===== src/rtl/crc_pkg.sv =====
// ---------------------------------------------------------------------------
// crc_pkg
// Shared definitions for the streaming CRC engine:
//   - CRC-32/MPEG-2 constants (polynomial, init, output XOR, good residue)
//   - crc_state_e : packet-level FSM states
//   - rev_bits    : reverses the low 'width' bits of a 32-bit value
// ---------------------------------------------------------------------------
package crc_pkg;

  localparam logic [31:0] CRC_MPEG2_POLY    = 32'h04C11DB7;
  localparam logic [31:0] CRC_MPEG2_INIT    = 32'hFFFFFFFF;
  localparam logic [31:0] CRC_MPEG2_XOR     = 32'h00000000;
  localparam logic [31:0] CRC_MPEG2_RESIDUE = 32'h00000000;

  typedef enum logic [1:0] {
    IDLE,
    BUSY,
    DONE
  } crc_state_e;

  // Bits at or above 'width' come back as zero, so the caller can take the
  // low 'width' bits as the reversed value of a narrower CRC.
  function automatic logic [31:0] rev_bits(input logic [31:0] value, input int width);
    logic [31:0] r;
    r = '0;
    for (int i = 0; i < 32; i++) begin
      if (i < width) begin
        r[i] = value[width-1-i];
      end
    end
    return r;
  endfunction

endpackage


===== src/rtl/crc_step.sv =====
// ---------------------------------------------------------------------------
// crc_step
// Purely combinational next-CRC for one beat.
// The register shifts left, MSB-first. The first byte on the wire is
// data[DATA_W-1 -: 8].
// Ports:
//   crc_in   [CRC_W-1:0]  current CRC register
//   data     [DATA_W-1:0] beat data
//   nbytes   [BW-1:0]     bytes to feed; 0 or more than DATA_W/8 means a full beat
//   crc_next [CRC_W-1:0]  register after feeding the selected bytes
// ---------------------------------------------------------------------------
module crc_step
  import crc_pkg::*;
#(
  parameter int          DATA_W = 48,
  parameter int          CRC_W  = 32,
  parameter logic [31:0] POLY   = CRC_MPEG2_POLY,
  parameter bit          REFIN  = 1'b0,
  localparam int         NB     = DATA_W / 8,
  localparam int         BW     = $clog2(NB + 1)
) (
  input  logic [CRC_W-1:0]  crc_in,
  input  logic [DATA_W-1:0] data,
  input  logic [BW-1:0]     nbytes,
  output logic [CRC_W-1:0]  crc_next
);

  logic [CRC_W-1:0] c;
  logic [7:0]       b;
  logic [31:0]      brev;
  logic             fb;
  int               eff;

  // Bit-serial division unrolled over every byte lane. Lanes at or beyond the
  // effective byte count are skipped entirely. They are not fed as zeros, so
  // a partial last beat gives the same CRC as a shorter packet.
  always_comb begin
    c    = crc_in;
    b    = '0;
    brev = '0;
    fb   = 1'b0;
    eff  = ((nbytes == '0) || (int'(nbytes) > NB)) ? NB : int'(nbytes);
    for (int k = 0; k < NB; k++) begin
      if (k < eff) begin
        b = data[DATA_W-1-8*k -: 8];
        if (REFIN) begin
          brev = rev_bits({24'h000000, b}, 8);
          b    = brev[7:0];
        end
        for (int i = 7; i >= 0; i--) begin
          fb = c[CRC_W-1] ^ b[i];
          c  = {c[CRC_W-2:0], 1'b0};
          if (fb) begin
            c = c ^ POLY[CRC_W-1:0];
          end
        end
      end
    end
    crc_next = c;
  end

endmodule


===== src/rtl/crc_stream_engine.sv =====
// ---------------------------------------------------------------------------
// crc_stream_engine
// Packet-level streaming CRC. It takes DATA_W-bit beats with SOP/EOP framing
// and a partial last beat, then returns the final CRC one cycle after EOP.
// In check mode it also flags a good residue.
// Ports:
//   clk, rst_n     clock and asynchronous active-low reset
//   in_valid       beat present
//   in_ready       beat accepted this cycle when in_valid is also high
//   in_sop         first beat of a packet
//   in_eop         last beat of a packet
//   in_bytes       valid bytes on an EOP beat (0 or more than DATA_W/8 = full)
//   in_check       mode, sampled on SOP (1 = check, 0 = generate)
//   data           beat data, first wire byte in the top byte
//   out_valid      result valid; held until out_ready
//   out_ready      downstream takes the result
//   crc_out        final CRC after REFOUT and XOR_OUT
//   crc_ok         check mode: raw register equals RESIDUE
//   proto_err      one-cycle pulse on a framing error
// ---------------------------------------------------------------------------
module crc_stream_engine
  import crc_pkg::*;
#(
  parameter int          DATA_W  = 48,
  parameter int          CRC_W   = 32,
  parameter logic [31:0] POLY    = CRC_MPEG2_POLY,
  parameter logic [31:0] INIT    = CRC_MPEG2_INIT,
  parameter logic [31:0] XOR_OUT = CRC_MPEG2_XOR,
  parameter bit          REFIN   = 1'b0,
  parameter bit          REFOUT  = 1'b0,
  parameter logic [31:0] RESIDUE = CRC_MPEG2_RESIDUE,
  localparam int         NB      = DATA_W / 8,
  localparam int         BW      = $clog2(NB + 1)
) (
  input  logic              clk,
  input  logic              rst_n,
  input  logic              in_valid,
  output logic              in_ready,
  input  logic              in_sop,
  input  logic              in_eop,
  input  logic [BW-1:0]     in_bytes,
  input  logic              in_check,
  input  logic [DATA_W-1:0] data,
  output logic              out_valid,
  input  logic              out_ready,
  output logic [CRC_W-1:0]  crc_out,
  output logic              crc_ok,
  output logic              proto_err
);

  crc_state_e       state;
  crc_state_e       beat_state;
  logic [CRC_W-1:0] crc_q;
  logic             chk_q;
  logic             accept;
  logic             pkt_check;
  logic [CRC_W-1:0] step_in;
  logic [BW-1:0]    step_bytes;
  logic [CRC_W-1:0] step_out;
  logic [31:0]      crc_ext;
  logic [31:0]      crc_rev;
  logic [CRC_W-1:0] crc_final;

  // A waiting result blocks new beats only until downstream takes it. Then a
  // new packet can start in the same cycle.
  assign in_ready = (state != DONE) || out_ready;
  assign accept   = in_valid && in_ready;

  // A beat accepted in DONE is taken together with the result handshake, so
  // it is handled as if the engine were already idle.
  assign beat_state = (state == DONE) ? IDLE : state;

  // An SOP beat always restarts from INIT. This also covers an SOP that
  // aborts a packet in progress.
  assign step_in    = in_sop ? INIT[CRC_W-1:0] : crc_q;
  assign step_bytes = in_eop ? in_bytes : BW'(NB);
  assign pkt_check  = in_sop ? in_check : chk_q;

  crc_step #(
    .DATA_W (DATA_W),
    .CRC_W  (CRC_W),
    .POLY   (POLY),
    .REFIN  (REFIN)
  ) u_step (
    .crc_in   (step_in),
    .data     (data),
    .nbytes   (step_bytes),
    .crc_next (step_out)
  );

  // Output transform. The raw register value is kept separately, because the
  // residue check compares the register before reflection and XOR.
  always_comb begin
    crc_ext               = '0;
    crc_ext[CRC_W-1:0]    = step_out;
    crc_rev               = rev_bits(crc_ext, CRC_W);
    crc_final             = (REFOUT ? crc_rev[CRC_W-1:0] : step_out) ^ XOR_OUT[CRC_W-1:0];
  end

  // Packet FSM with registered outputs. A result is held in DONE until
  // out_ready. A beat accepted in the same cycle then runs through the idle
  // rules. proto_err is high for only one cycle, and the rules below set it
  // when they need to.
  always_ff @(posedge clk or negedge rst_n) begin
    if (!rst_n) begin
      state     <= IDLE;
      crc_q     <= INIT[CRC_W-1:0];
      chk_q     <= 1'b0;
      out_valid <= 1'b0;
      crc_out   <= '0;
      crc_ok    <= 1'b0;
      proto_err <= 1'b0;
    end else begin
      proto_err <= 1'b0;
      if (state == DONE && out_ready) begin
        out_valid <= 1'b0;
        state     <= IDLE;
      end
      if (accept) begin
        if (in_sop) begin
          chk_q <= in_check;
          if (beat_state == BUSY) begin
            proto_err <= 1'b1;
          end
        end
        if (!in_sop && beat_state == IDLE) begin
          proto_err <= 1'b1;
        end else if (in_eop) begin
          crc_q     <= step_out;
          crc_out   <= crc_final;
          crc_ok    <= pkt_check && (step_out == RESIDUE[CRC_W-1:0]);
          out_valid <= 1'b1;
          state     <= DONE;
        end else begin
          crc_q <= step_out;
          state <= BUSY;
        end
      end
    end
  end

endmodule


===== config.mk =====
export PLATFORM = sky130hd
export DESIGN_NAME = crc_stream_engine
export DESIGN_NICKNAME = d
export VERILOG_FILES = /design/src/rtl/crc_pkg.sv /design/src/rtl/crc_step.sv /design/src/rtl/crc_stream_engine.sv
export SDC_FILE = /design/constraint.sdc
export NUM_CORES = 1
export LEC_CHECK = 0
export CORE_MARGIN = 2
export CORE_UTILIZATION = 53
export DETAILED_ROUTE_END_ITERATION = 8
export GPL_ROUTABILITY_DRIVEN = 0
export GPL_TIMING_DRIVEN = 0
export PLACE_DENSITY_LB_ADDON = 0.3
export SLEW_MARGIN = 25
export SYNTH_ARGS = -nofsm -noshare
export SYNTH_HDL_FRONTEND = slang
export SYNTH_SLANG_ARGS = --single-unit
export TNS_END_PERCENT = 1

===== constraint.sdc =====
create_clock -name clk -period 9 [get_ports clk]
set_clock_uncertainty 0.2 [all_clocks]
set_input_delay 1.8 -clock clk [delete_from_list [all_inputs] [get_ports clk]]
set_output_delay 1.8 -clock clk [all_outputs]
set_load 0.02 [all_outputs]

==> After elaboration in Yosys (flattened, before gate mapping) <==
Cells that the tools add are included.
{ "totals": {"regBits": 70, "latch_bits": 0, "ramBits": 0, "rom_bits": 0, "in_bits": 58, "out_inout_bits": 36, "wordCells": 239, "n_memories": 0} }
{ "op_classes": {"n_addsub": 0, "n_mul": 0, "div_mod_pow": 0, "magnitude_cmp": 7, "n_eq_ne": 3, "shift": 0, "n_mux": 113, "bitwise": 97, "n_reduce_logical": 12} }
{ "op_table": {"columns": ["cell", "n"], "rows": [
  ["$mux W32", 49],
  ["$mux W27", 48],
  ["$not A14 Y14", 48],
  ["$lt A3 B32 Y1 const A", 2],
  ["$lt A4 B32 Y1 const A", 2],
  ["$xor A1 B1 Y1", 48],
  ["$logic_not A32 Y1", 1],
  ["$lt A1 B32 Y1 const A", 1],
  ["$lt A2 B32 Y1 const A", 1],
  ["$mux W2", 5],
  ["$mux W1", 9],
  ["$mux W3", 2],
  ["$logic_and A1 B1 Y1", 4],
  ["$gt A3 B3 Y1 const B", 1],
  ["$logic_not A3 Y1", 1],
  ["$reduce_and A3 Y1", 1],
  ["$eq A2 B1 Y1 const B", 1],
  ["$eq A2 B2 Y1 const B", 1],
  ["$logic_not A2 Y1", 1],
  ["$logic_or A1 B1 Y1", 2],
  ["$ne A2 B2 Y1 const B", 1],
  ["$reduce_and A2 Y1", 1],
  ["$logic_not A1 Y1", 1],
  ["$not A1 Y1", 1]
]} }

==> Depth between registers and ports, before layout <==
{ "depth": {"word_depth": 149, "mapped_depth": 28, "depth_no_buf": 23} }

==> By module <==
A second synthesis with hierarchy kept.
{ "hier_totals": {"hier_cells": 1089, "area_unflattened_um2": 11060.6} }
{ "by_module_without_submodules": {"columns": ["module", "instances", "cells_per_inst", "area_each_um2", "seq_area_each_um2"], "rows": [
  ["crc_step", 1, 876, 7943.9, 0.0],
  ["crc_stream_engine", 1, 213, 3116.7, 1791.7]
]} }

==> Worst setup path after synthesis <==
OpenSTA, ideal clock, no wires.
{ "synth_path": {"path_kind": "input to register", "from": "in data[43]", "to": "reg crc_ok", "setup_ns": 0.123, "arrival_ns": 8.435, "required_ns": 8.677, "slack_ns": 0.242, "path_stages": 23, "path_buffers": 1, "path_cell_list": "buf_2 -> xnor2_1 -> xnor3_2 -> xnor3_1 -> or3_1 -> a31oi_4 -> xor2_4 -> xnor3_1 -> xnor2_1 -> mux2i_1 -> xnor3_1 -> xor2_1 -> mux2i_2 -> xnor2_2 -> xor3_1 -> a211oi_2 -> nor2_4 -> xnor2_2 -> xnor3_1 -> mux2_2 -> nor4b_2 -> nand4_1 -> o31ai_2"} }
{ "synth_via": {"elab_chain_cells": 108} }
{ "synth_rtl": {"columns": ["element", "line", "text"], "rows": [
  ["from (decl)", "crc_stream_engine.sv:43", "input logic [DATA_W-1:0] data,"],
  ["$xor A1 B1 Y1 (*)", "crc_step.sv:51", "fb = c[CRC_W-1] ^ b[i];"],
  ["$mux W27 (*)", "crc_step.sv:53", "if (fb) begin"],
  ["$mux W32 (*)", "crc_step.sv:44", "if (k < eff) begin"],
  ["$not A14 Y14 (no source line)", null, null],
  ["$mux W27", "crc_step.sv:53", null],
  ["$mux W32 (*)", "crc_step.sv:44", null],
  ["$not A14 Y14 (no source line) / $mux W27 (equally long branches)", null, null],
  ["$mux W27 / $mux W32 (equally long branches)", "crc_step.sv:53, crc_step.sv:44", null],
  ["[... 92 more ...]", null, null],
  ["$not A14 Y14 (no source line)", null, null],
  ["$mux W27", "crc_step.sv:53", null],
  ["$mux W32", "crc_step.sv:44", null],
  ["$not A14 Y14 (no source line)", null, null],
  ["$mux W27", "crc_step.sv:53", null],
  ["$mux W32 (*)", "crc_step.sv:44", null],
  ["$logic_not A32 Y1 (*)", "crc_stream_engine.sv:131", "crc_ok <= pkt_check && (step_out == RESIDUE[CRC_W-1:0]);"],
  ["$logic_and A1 B1 Y1 (*)", "crc_stream_engine.sv:131", null],
  ["to (signal assigned)", "crc_stream_engine.sv:131", null],
  ["to (decl)", "crc_stream_engine.sv:47", "output logic crc_ok,"]
]} }
Every way passes the cells marked *; elsewhere a longest branch is shown, timed or not. The select of a mux whose other input is x is not followed.
A chain may end at the register's enable or synchronous reset.

==> Final worst setup path <==
{ "layout_path": {"from": "in data[36]", "to": "reg crc_ok"} }
{ "layout_via": {"elab_chain_cells": 89} }
{ "layout_rtl": {"columns": ["element", "line"], "rows": [
  ["$xor A1 B1 Y1 (*)", "crc_step.sv:51"],
  ["$mux W27 (*)", "crc_step.sv:53"],
  ["$mux W32 (*)", "crc_step.sv:44"],
  ["$not A14 Y14 (no source line) / $mux W27 (equally long branches)", null],
  ["$mux W27 / $mux W32 (equally long branches)", "crc_step.sv:53, crc_step.sv:44"],
  ["$mux W32 (*)", "crc_step.sv:44"],
  ["$not A14 Y14 (no source line) / $mux W27 (equally long branches)", null],
  ["$mux W27 / $mux W32 (equally long branches)", "crc_step.sv:53, crc_step.sv:44"],
  ["[... 73 more ...]", null],
  ["$mux W32 / $not A14 Y14 (equally long branches)", null],
  ["$mux W27", "crc_step.sv:53"],
  ["$mux W32", "crc_step.sv:44"],
  ["$not A14 Y14 (no source line)", null],
  ["$mux W27", "crc_step.sv:53"],
  ["$mux W32 (*)", "crc_step.sv:44"],
  ["$logic_not A32 Y1 (*)", "crc_stream_engine.sv:131"],
  ["$logic_and A1 B1 Y1 (*)", "crc_stream_engine.sv:131"]
]} }
Marks and branches as above.

==> flow_summary.yaml <==
outcome:
  status: "finished with violations"
  violations: "setup timing"
floorplan:
  chipHeight_um: 155
  dieArea_um2: 23900
  ioPinCount: 94
  die_x_um: 155
  placement_rows: 55
  placeableCoreArea_um2: 22400
  initial_utilization_pct: 53.6
sta:
  maxSlewHeadroom_pct: 38.8
  final-max-slew-violation-count: 0
  timing_hold_violations_final: 0
  max_clock_freq_mhz: 110
  fin_crit_ns: 9.07
  setup_viol: 1
  worst_pin_slew_ns: 0.911
  fin_crit_sh_pct: 101
  layout_setup_ws_ns: -0.0682
worst_setup_path:
  regToRegSetupSlack_ns: 0.90
  timing.critical_path.required_ns: 9.04
  end_kind: "flip-flop"
  highest_delay_cell_along_the_critical_path: "sky130_fd_sc_hd__clkdlybuf4s50_1"
  critPathMaxStageDelay_ns: 0.52
  timing.critical_path.max_delay_family: "XOR/XNOR gates"
  worst-setup-path-type: "input pin to flip-flop"
  timing.critical_path.fanout_max: 7
  crit_buf_inv: 7
  critical_path.most_common_cell: "sky130_fd_sc_hd__xnor2_1"
  cp-start-kind: "input pin"
  critical_path_arrival_ns: 9.11
global_route:
  global_route_wire_length_before_repair_mm: 61.4
  first_global_vias: 10850
  antenna_found_initial: 0
  pin_count_of_the_biggest_net_entering_global_routing: 48
  gr-usage-all-layers_pct: 33.2
  global_route.overflow_total: 0
routing:
  length_of_routed_wiring_on_met1_mm: 16.3
  detailroute.wirelength.met3_mm: 4.38
  drcViolationCount: 0
  wl_met2_mm: 19.3
  route.detailed.wl_per_inst_um: 23.2
  postRouteWirelength_mm: 42.3
  drt_pre_antenna_iters: 8
  highest_layer: "met4"
  initialDrtViolationCount: 1553
  vias: 11571
  antenna_violating_nets_post_route: 0
  avgViaCountPerCell: 6.34
synth:
  ys.flop_type: "sky130_fd_sc_hd__dfrtp_1"
  synth_largest_type_area_fraction_pct: 17.6
  post_synth.cell_area_avg_um2: 8.96
  synth.area.top_cells: "sky130_fd_sc_hd__xnor2_1 (18%), sky130_fd_sc_hd__xnor3_1 (9.4%), sky130_fd_sc_hd__dfrtp_1 (7.9%)"
  syn_nets: 1400
  synth-seq-cells: 70
  seq_area_frac_synth_pct: 14.9
  synth_top_area_cell: "sky130_fd_sc_hd__xnor2_1"
  count_of_synthesis_stage_warnings_from_yosys: 0
  synth.distinct_cells: 99
  post_synthesis_async_set_or_reset_flop_share_pct: 100
  postSynthCellCount: 1342
  synth_enable_flop_cells: 0
  synthesis.area_um2: 12000
place:
  dp_slack_ns: -2.14
  hpwl_mm: 30.8
  port-buffer-count: 85
clock_tree:
  cts_tree: "built"
  clk_latency_ns: 0.34
  worst_setup_hold_path_clk_slew_ns: 0.05
  clock_tree.buffer_depth: 2
  holdBufCountCts: 0
  clock-root-buffer: "sky130_fd_sc_hd__clkbuf_16"
  cts_max_level: 3
  cts_buffers: 9
  cts.sink_count: 70
job:
  timing.max_cap.violations: 0
final_layout:
  diodes_inserted: 0
  layout-drive-gt1-share_pct: 26.0
  design.final.nets: 1594
  final_common_cell: "sky130_fd_sc_hd__xnor2_1"
  top_library_cells_by_usage_in_the_layout_fill_and_taps_aside: "sky130_fd_sc_hd__xnor2_1 (212), sky130_fd_sc_hd__nand2_1 (132), sky130_fd_sc_hd__nor2_1 (102)"
  area_growth_pct: 28.2
min_path:
  worst_hold_path_type: "flip-flop to flip-flop"
worst reg2reg max path, delay by kind of cell, from the launching register on:
family,cells,cell delay [ns]
DFF,1,0.51
buffers and inverters,2,0.32
xor gates and xnor gates,11,3.20
and+or+nand+nor,4,1.04
AOI/OAI and AO/OA,6,1.95
muxes,2,0.78
cells by family (layout without fill, tap and decap cells):
group | after synthesis | in the layout | share of synthesized area (%)
flops | 70 | 70 | 14.9
xor+xnor | 439 | 439 | 42.7
buf+inv | 86 | 285 | 3.21
simple gates | 385 | 385 | 15.3
compound gates | 273 | 273 | 15.8
mux | 89 | 89 | 8.22
state kept, by name, summed over array words and instances (netlist names):
name / count
chk_q: 1
out_valid: 1
state: 2
crc_ok: 1
crc_q: 32
proto_err: 1
crc_out: 32
layer usage:
metal	track usage, %	vias to the layer above
met5	0	-
met4	13.8	0
met3	4.99	203
met2	53.6	811
met1	44.8	5502
li1	-	5055
path summary, 6_finish.rpt:
check / startpoint / depth (start not counted) / endpoint
setup reg to reg: crc_q[27] / 25 / crc_ok
hold reg to reg: crc_q[0] / 2 / crc_q[0]
max in group asynchronous: rst_n / 2 / crc_q[31]
setup / recovery: data[36] / 30 / crc_ok
min in group asynchronous: rst_n / 1 / crc_out[30]
hold / removal: crc_q[0] / 2 / crc_q[0]
through the flow:
step	instance area (um^2)	setup TNS, ns	hold slack, ns	cells	utilization [%]
2_1_floorplan	12000	0	0.239	1342	-
3_3_place_gp	13200	-71.42	0.256	1712	59.0
3_5_place_dp	13300	-81.45	0.255	1713	59.1
4_1_cts	14500	0	0.269	1773	64.8
5_1_grt	15400	-0.184	0.290	1826	68.7
6_report	15400	-0.0682	0.267	1826	68.7
final cells by class:
| type | count | area [um^2] |
|---|---|---|
| clock buffer | 10 | 229 |
| inverter | 11 | 41.3 |
| fill | 1684 | 7030 |
| clock inverter | 6 | 87.6 |
| sequential | 70 | 1790 |
| multi-input combinational | 1186 | 10800 |
| buffer | 75 | 372 |
| tap | 285 | 357 |
| timing repair buffer | 183 | 1700 |
timing repair:
action	4_1_cts	5_1_grt
setup endpoints to repair	65	37
pin swaps	30	39
setup buffers	44	53
resized for setup	100	83
Yosys cell counts (4+ instances only):
master                      instances
sky130_fd_sc_hd__or2_2              4
sky130_fd_sc_hd__xor2_2             8
sky130_fd_sc_hd__dfrtp_1           38
sky130_fd_sc_hd__inv_1             10
sky130_fd_sc_hd__nand2_1          134
sky130_fd_sc_hd__buf_1              4
sky130_fd_sc_hd__a21o_1             4
sky130_fd_sc_hd__nand2b_1           4
sky130_fd_sc_hd__nor3_1            23
sky130_fd_sc_hd__nor2_1           107
sky130_fd_sc_hd__buf_4             12
sky130_fd_sc_hd__a21oi_1           67
sky130_fd_sc_hd__a211oi_2           5
sky130_fd_sc_hd__xnor2_4            8
sky130_fd_sc_hd__a211oi_1           8
sky130_fd_sc_hd__nand3_1           27
sky130_fd_sc_hd__xnor2_1          241
sky130_fd_sc_hd__a211o_1            7
sky130_fd_sc_hd__dfstp_2           32
sky130_fd_sc_hd__o31ai_1            7
sky130_fd_sc_hd__and2_1            10
sky130_fd_sc_hd__o2111ai_1          7
sky130_fd_sc_hd__a31oi_1            7
sky130_fd_sc_hd__o21ai_1           10
sky130_fd_sc_hd__xnor3_2            7
sky130_fd_sc_hd__nor2b_1            9
sky130_fd_sc_hd__o22ai_1            5
sky130_fd_sc_hd__and3_1            17
sky130_fd_sc_hd__xnor3_1           50
sky130_fd_sc_hd__mux2_2            38
sky130_fd_sc_hd__xnor2_2           12
sky130_fd_sc_hd__o21a_1             9
sky130_fd_sc_hd__clkbuf_1          50
sky130_fd_sc_hd__or3_1             15
sky130_fd_sc_hd__o21ai_0           68
sky130_fd_sc_hd__o211a_1            8
sky130_fd_sc_hd__buf_2              8
sky130_fd_sc_hd__xor2_1           101
sky130_fd_sc_hd__mux2i_1           45
sky130_fd_sc_hd__o211ai_1          18
sky130_fd_sc_hd__xor3_1            10
Power is not shown: default switching activity piles up to over one toggle a cycle in this logic, so the estimate is an artifact.
